`config.mk`:
```
export PLATFORM = sky130hd
export DESIGN_NAME = aes_block_serializer
export DESIGN_NICKNAME = d
export VERILOG_FILES = /design/src/rtl/aes_block_serializer.sv
export SDC_FILE = /design/constraint.sdc
export NUM_CORES = 1
export LEC_CHECK = 0
export ABC_AREA = 1
export BUFFER_PORTS_ARGS = -buffer_cell sky130_fd_sc_hd__buf_2
export CAP_MARGIN = 25
export CELL_PAD_IN_SITES_DETAIL_PLACEMENT = 2
export CELL_PAD_IN_SITES_GLOBAL_PLACEMENT = 2
export CORE_MARGIN = 1
export CORE_UTILIZATION = 30
export CTS_CLUSTER_DIAMETER = 80
export DETAILED_ROUTE_END_ITERATION = 7
export PLACE_DENSITY = 0.88
export SETUP_SLACK_MARGIN = 0.1
export SLEW_MARGIN = 20
export SYNTH_ARGS = -nofsm -noshare
export SYNTH_HDL_FRONTEND = slang
export SYNTH_SLANG_ARGS = --single-unit
```
`constraint.sdc`:
```
create_clock -name clk_i -period 2.6 [get_ports clk_i]
set_clock_uncertainty 0.15 [all_clocks]
set_input_delay 0.39 -clock clk_i [delete_from_list [all_inputs] [get_ports clk_i]]
set_output_delay 0.39 -clock clk_i [all_outputs]
set_load 0.005 [all_outputs]
```
`src/rtl/aes_block_serializer.sv`:
```
// AES result serializer: 128-bit blocks in, 32-bit words out (LSW first).
// Counts blocks per job, flags the final word and pulses done on completion.
module aes_block_serializer #(
  parameter int unsigned BLOCK_W = 128,
  parameter int unsigned WORD_W  = 32,
  parameter int unsigned CNT_W   = 16
) (
  input  logic               clk_i,
  input  logic               rst_ni,
  input  logic               clear_i,
  input  logic               start_i,
  input  logic [CNT_W-1:0]   nblocks_i,
  input  logic               blk_valid_i,
  output logic               blk_ready_o,
  input  logic [BLOCK_W-1:0] blk_data_i,
  output logic               word_valid_o,
  input  logic               word_ready_i,
  output logic [WORD_W-1:0]  word_data_o,
  output logic [WORD_W/8-1:0] word_strb_o,
  output logic               word_last_o,
  output logic               busy_o,
  output logic               done_o,
  output logic [CNT_W-1:0]   blk_cnt_o
);

  typedef enum logic [1:0] {
    IDLE,
    LOAD,
    SEND,
    DONE
  } state_e;

  state_e             state_q, state_d;
  logic [CNT_W-1:0]   nblk_q, nblk_d;
  logic [CNT_W-1:0]   cnt_q, cnt_d, cnt_inc;
  logic [BLOCK_W-1:0] hold_q, hold_d;
  logic [1:0]         idx_q, idx_d;
  logic               w_hs, b_hs;
  logic               last_word, last_blk;

  assign cnt_inc   = cnt_q + CNT_W'(1);
  assign last_word = (idx_q == 2'd3);
  assign last_blk  = (cnt_inc == nblk_q);

  assign word_valid_o = (state_q == SEND);
  // Overlap: take the next block while word 3 is being accepted.
  assign blk_ready_o  = (state_q == LOAD)
                      | (word_valid_o & last_word
                         & word_ready_i & ~last_blk);

  assign w_hs = word_valid_o & word_ready_i;
  assign b_hs = blk_valid_i & blk_ready_o;

  assign word_data_o = word_valid_o
                     ? hold_q[idx_q*WORD_W +: WORD_W]
                     : '0;
  assign word_strb_o = {(WORD_W/8){word_valid_o}};
  assign word_last_o = word_valid_o & last_word & last_blk;
  assign busy_o      = (state_q != IDLE);
  assign done_o      = (state_q == DONE);
  assign blk_cnt_o   = cnt_q;

  always_comb begin
    state_d = state_q;
    nblk_d  = nblk_q;
    cnt_d   = cnt_q;
    hold_d  = hold_q;
    idx_d   = idx_q;
    if (clear_i) begin
      state_d = IDLE;
      cnt_d   = '0;
      hold_d  = '0;
      idx_d   = '0;
    end else begin
      unique case (state_q)
        IDLE: begin
          if (start_i) begin
            nblk_d  = nblocks_i;
            cnt_d   = '0;
            state_d = (nblocks_i == '0) ? DONE : LOAD;
          end
        end
        LOAD: begin
          if (blk_valid_i) begin
            hold_d  = blk_data_i;
            idx_d   = '0;
            state_d = SEND;
          end
        end
        SEND: begin
          if (w_hs) begin
            idx_d = idx_q + 2'd1;
            if (last_word) begin
              cnt_d = cnt_inc;
              if (last_blk) begin
                state_d = DONE;
              end else if (b_hs) begin
                hold_d = blk_data_i;
              end else begin
                state_d = LOAD;
              end
            end
          end
        end
        DONE: state_d = IDLE;
        default: state_d = IDLE;
      endcase
    end
  end

  always_ff @(posedge clk_i or negedge rst_ni) begin
    if (!rst_ni) begin
      state_q <= IDLE;
      nblk_q  <= '0;
      cnt_q   <= '0;
      hold_q  <= '0;
      idx_q   <= '0;
    end else begin
      state_q <= state_d;
      nblk_q  <= nblk_d;
      cnt_q   <= cnt_d;
      hold_q  <= hold_d;
      idx_q   <= idx_d;
    end
  end

endmodule

```
==> impl_metrics.prom <==
# TYPE chip_impl_metric gauge
chip_impl_info{name="status",value="complete, but fails checks"} 1
chip_impl_info{name="failed_checks",value="negative setup slack"} 1
chip_impl_info{name="cts-root-buf",value="clkbuf_16"} 1
chip_impl_metric{name="cts_max_level",unit=""} 4
chip_impl_metric{name="synthesis.area",unit="um^2"} 9583
chip_impl_metric{name="time_the_final_worst_path_needs_with_i_o_delays_and_setup",unit="ns"} 3.298
chip_impl_metric{name="post-dp-hpwl",unit="um"} 27680
chip_impl_metric{name="path_buf_inv",unit=""} 4
chip_impl_metric{name="largest_net_degree_at_the_start_of_global_routing",unit=""} 80
chip_impl_metric{name="max_root_sink_buffers",unit=""} 2
chip_impl_metric{name="vias_per_cell",unit=""} 5.448
chip_impl_metric{name="post-layout-total-power",unit="uW"} 13350
chip_impl_metric{name="drtAntennaViolNets",unit=""} 0
chip_impl_info{name="setup.worst_path.end_class",value="primary output"} 1
chip_impl_metric{name="design_area",unit="um^2"} 12680
chip_impl_metric{name="netlist_instances",unit=""} 1418
chip_impl_info{name="critical_path_class",value="register to primary output"} 1
chip_impl_metric{name="numPortBuffers",unit=""} 206
chip_impl_metric{name="sequential_cell_area",unit="um^2"} 4108
chip_impl_metric{name="grt_first_pass_wirelength",unit="um"} 77680
chip_impl_metric{name="rrSetupSlack",unit="ns"} -0.66
chip_impl_metric{name="synth_fp_nets",unit=""} 1570
chip_impl_metric{name="floorplan.die_area",unit="um^2"} 32660
chip_impl_metric{name="stdcell_count",unit=""} 2051
chip_impl_metric{name="synth-seq-cells",unit=""} 164
chip_impl_metric{name="drive_gt1_frac",unit=""} 0.2464
chip_impl_metric{name="vias",unit=""} 11170
chip_impl_metric{name="route.final.wire_length",unit="um"} 52030
chip_impl_metric{name="clk_latency_worst_skew_pair",unit="ns"} 0.47
chip_impl_metric{name="place_congestion",unit=""} 0.8464
chip_impl_metric{name="fp-row-count",unit=""} 65
chip_impl_metric{name="place_area",unit="um^2"} 11180
chip_impl_metric{name="seq_area_frac_synth",unit=""} 0.4283
chip_impl_metric{name="worst_slew_pin_slew",unit="ns"} 0.8783
chip_impl_metric{name="vdd_drop_max",unit="mV"} 0.5273
chip_impl_metric{name="critical_path_peak_fanout",unit=""} 4
chip_impl_metric{name="relSlewSlack",unit=""} 0.4145
chip_impl_metric{name="routed_wire_length_per_instance",unit="um"} 25.37
chip_impl_metric{name="layout-area-overhead-vs-synth",unit="%"} 32.37
chip_impl_info{name="critical_path_cell_by_cell",value="buf_6, clkinvlp_4, buf_4, nor2_4, nand2_1, nand2_1, nand3_1, o21ai_0, nor4_4, nand3_1, nor3_2, buf_2"} 1
chip_impl_info{name="slowest_cell_on_the_critical_path",value="dfrtp_1"} 1
chip_impl_info{name="hold_path.class",value="primary input to register"} 1
chip_impl_metric{name="cell_count_post_placement",unit=""} 1980
chip_impl_metric{name="antenna_found_initial",unit=""} 2
chip_impl_info{name="worstSetupStartpointType",value="register"} 1
chip_impl_metric{name="grt_usage",unit=""} 0.3167
chip_impl_metric{name="biggest_cell_delay_along_the_critical_path",unit="ns"} 0.43
chip_impl_metric{name="final-setup-viol-count",unit=""} 133
chip_impl_metric{name="fin_hold_ws",unit="ns"} 0.05457
chip_impl_info{name="critical_path.top_delay_family",value="simple AND/OR/NAND/NOR gates"} 1
chip_impl_metric{name="die_height",unit="um"} 180.7
chip_impl_metric{name="cap_violations",unit=""} 0
chip_impl_metric{name="synth_area_per_cell",unit="um^2"} 6.758
chip_impl_metric{name="power.density_cell_area",unit="nW/um^2"} 1052
chip_impl_metric{name="fin_tns_setup",unit="ns"} -74.90
chip_impl_metric{name="synthesis.yosys.warnings",unit=""} 0
chip_impl_metric{name="final-hold-violation-count",unit=""} 0
chip_impl_metric{name="final-max-slew-violation-count",unit=""} 0
chip_impl_metric{name="layout.filler_cells",unit=""} 3664
chip_impl_metric{name="cts_sinks",unit=""} 164
chip_impl_metric{name="path_clk_slew",unit="ns"} 0.08
chip_impl_metric{name="critical_path_data_required_time",unit="ns"} 2.06
chip_impl_metric{name="drc",unit=""} 0
chip_impl_metric{name="drtIter0Drc",unit=""} 614
chip_impl_metric{name="number_of_global_route_vias_before_repair",unit=""} 12470
chip_impl_metric{name="io_pins",unit=""} 207
chip_impl_info{name="tritoncts",value="done"} 1
chip_impl_metric{name="drtPass1Iterations",unit=""} 7
chip_impl_info{name="grt_setup_unrepaired",value="yes"} 1
chip_impl_metric{name="post-route-worst-setup-slack",unit="ns"} -0.6982
chip_impl_metric{name="worstPathArrival",unit="ns"} 2.76
chip_impl_metric{name="timing.fmax",unit="GHz"} 0.3032
chip_impl_metric{name="yosysUniqueCellTypes",unit=""} 38
chip_impl_metric{name="area_of_the_core",unit="um^2"} 31470
chip_impl_metric{name="area_of_the_multi_input_gates",unit="um^2"} 4641
chip_impl_metric{name="overall_overflow_remaining_after_global_route",unit=""} 0
chip_impl_metric{name="power_leakage",unit="uW"} 0.006996
chip_impl_metric{name="tritoncts.num_buffers",unit=""} 17
chip_impl_metric{name="finalNetCount",unit=""} 1787
chip_impl_metric{name="starting_density",unit=""} 0.3045
chip_impl_metric{name="post-route-period-util",unit=""} 1.269
chip_impl_metric{name="die_w",unit="um"} 180.7
[cells by family after synthesis]
| logic type | share of synthesized area |
|---|---|
| xor+xnor | 0.005092 |
| buf+inv | 0.1227 |
| simple gates | 0.3618 |
| compound gates | 0.07716 |
| mux | 0.002350 |
| fa+ha+maj | 0.002611 |
| flops | 0.4283 |
[placed cells by master (no fill, tap or decap), types with 2 or more instances in the layout]
cell          n
o21ai_2       4
bufbuf_16     4
nor3_2        3
dfrtp_2       3
inv_2         3
nor2_1      274
a21oi_2       7
a21oi_1      31
clkinvlp_4    3
clkinv_4      3
inv_1       173
o22ai_1       8
clkbuf_16    17
nand2_1     331
nor4_1        2
dfrtp_1     161
buf_2       204
buf_16        8
nor2_4        8
nand3b_1      3
nand3_1     152
mux2_2        2
nor2_2       10
buf_12       18
inv_8         5
o21ai_0      73
buf_4        46
o21ai_1      10
nand2_4       4
buf_6         7
xor2_1        2
inv_6         4
nand2_2      16
nor3_1        2
o31ai_1       3
nand3_2      15
nand4_1      11
[final timing paths]
kind | startpoint | cells after the start | to
min | nblocks_i[4] | 2 | nblk_q[4]$_DFFE_PN0P_
max reg2reg | blk_cnt_o[1]$_DFFE_PN0P_ | 19 | hold_q[32]$_DFFE_PN0P_
min reg2reg | hold_q[117]$_DFFE_PN0P_ | 2 | hold_q[117]$_DFFE_PN0P_
min in group asynchronous | rst_ni | 2 | blk_cnt_o[0]$_DFFE_PN0P_
max | blk_cnt_o[1]$_DFFE_PN0P_ | 12 | word_last_o
max in group asynchronous | rst_ni | 3 | hold_q[12]$_DFFE_PN0P_
[final cells by class]
cell class	count	area share
timing repair buffer	289	0.1719
multi-input combinational	984	0.3659
clock buffer	18	0.03462
antenna	1	0.0001973
inverter	179	0.05346
sequential	164	0.3238
clock inverter	14	0.01046
tap	402	0.03965
[power breakdown]
part / switching, uW / internal [uW] / leakage [uW]
combinational: 3990 / 2210 / 0.00459
clock: 1390 / 1300 / 0.000278
sequential: 874 / 3600 / 0.00213
[timing repair]
item,in CTS,in global routing
setup endpoints to repair,167,180
endpoints found under the hold margin,41,0
setup buffers,19,7
hold buffers,1,0
pin swaps,11,29
gates cloned,11,0
gates resized for setup,65,41
[cells in the mapped netlist, drive strengths merged]
cell type | instances | area [um^2]
nand4 | 11 | 68.82
dfrtp | 164 | 4104
a21oi | 38 | 190.2
nor4 | 3 | 18.77
inv | 177 | 664.4
nand3b | 3 | 22.52
clkbuf | 42 | 157.7
o2111ai | 2 | 17.52
nand3 | 168 | 845.8
nor3b | 1 | 12.51
xnor2 | 1 | 8.760
buf | 50 | 346.6
xnor3 | 1 | 22.52
nor3 | 5 | 25.02
nor2 | 292 | 1132
nand2 | 352 | 1341
mux2 | 2 | 22.52
ha | 2 | 25.02
xor2 | 2 | 17.52
o211ai | 2 | 20.02
o22ai | 8 | 50.05
o31ai | 3 | 22.52
o21ai | 87 | 439.2
clkinv | 2 | 7.510
[metal layers]
metal  track usage  vias to the layer above  share of wire
met5             0                        -              0
met2        0.5469                      510           0.50
met4        0.1891                        0          0.059
met1        0.3688                     5626           0.39
met3       0.05221                      201          0.051
li1              -                     4836              -
[state kept, by name, summed over array words and instances, names as in the netlist]
signal     flops
blk_cnt_o     16
hold_q       128
idx_q          2
nblk_q        16
state_q        2
[per-stage QoR]
step / util / setup slack (ns)
final: 0.4030 / -0.6982
after detailed placement: 0.3551 / -0.2152
after floorplan: - / 0.2454
after global placement: 0.3551 / -0.07026
after global routing: 0.4029 / -0.8300
after CTS: 0.3966 / -0.4564
[worst reg2reg max path: cells and delay by family (launching register included)]
family / cells / cell delay, ns
flops: 1 / 0.42
compound gates: 1 / 0.08
buf+inv: 7 / 1.12
simple gates: 11 / 1.37
No activity file was read; power rests on OpenSTA's default activity.
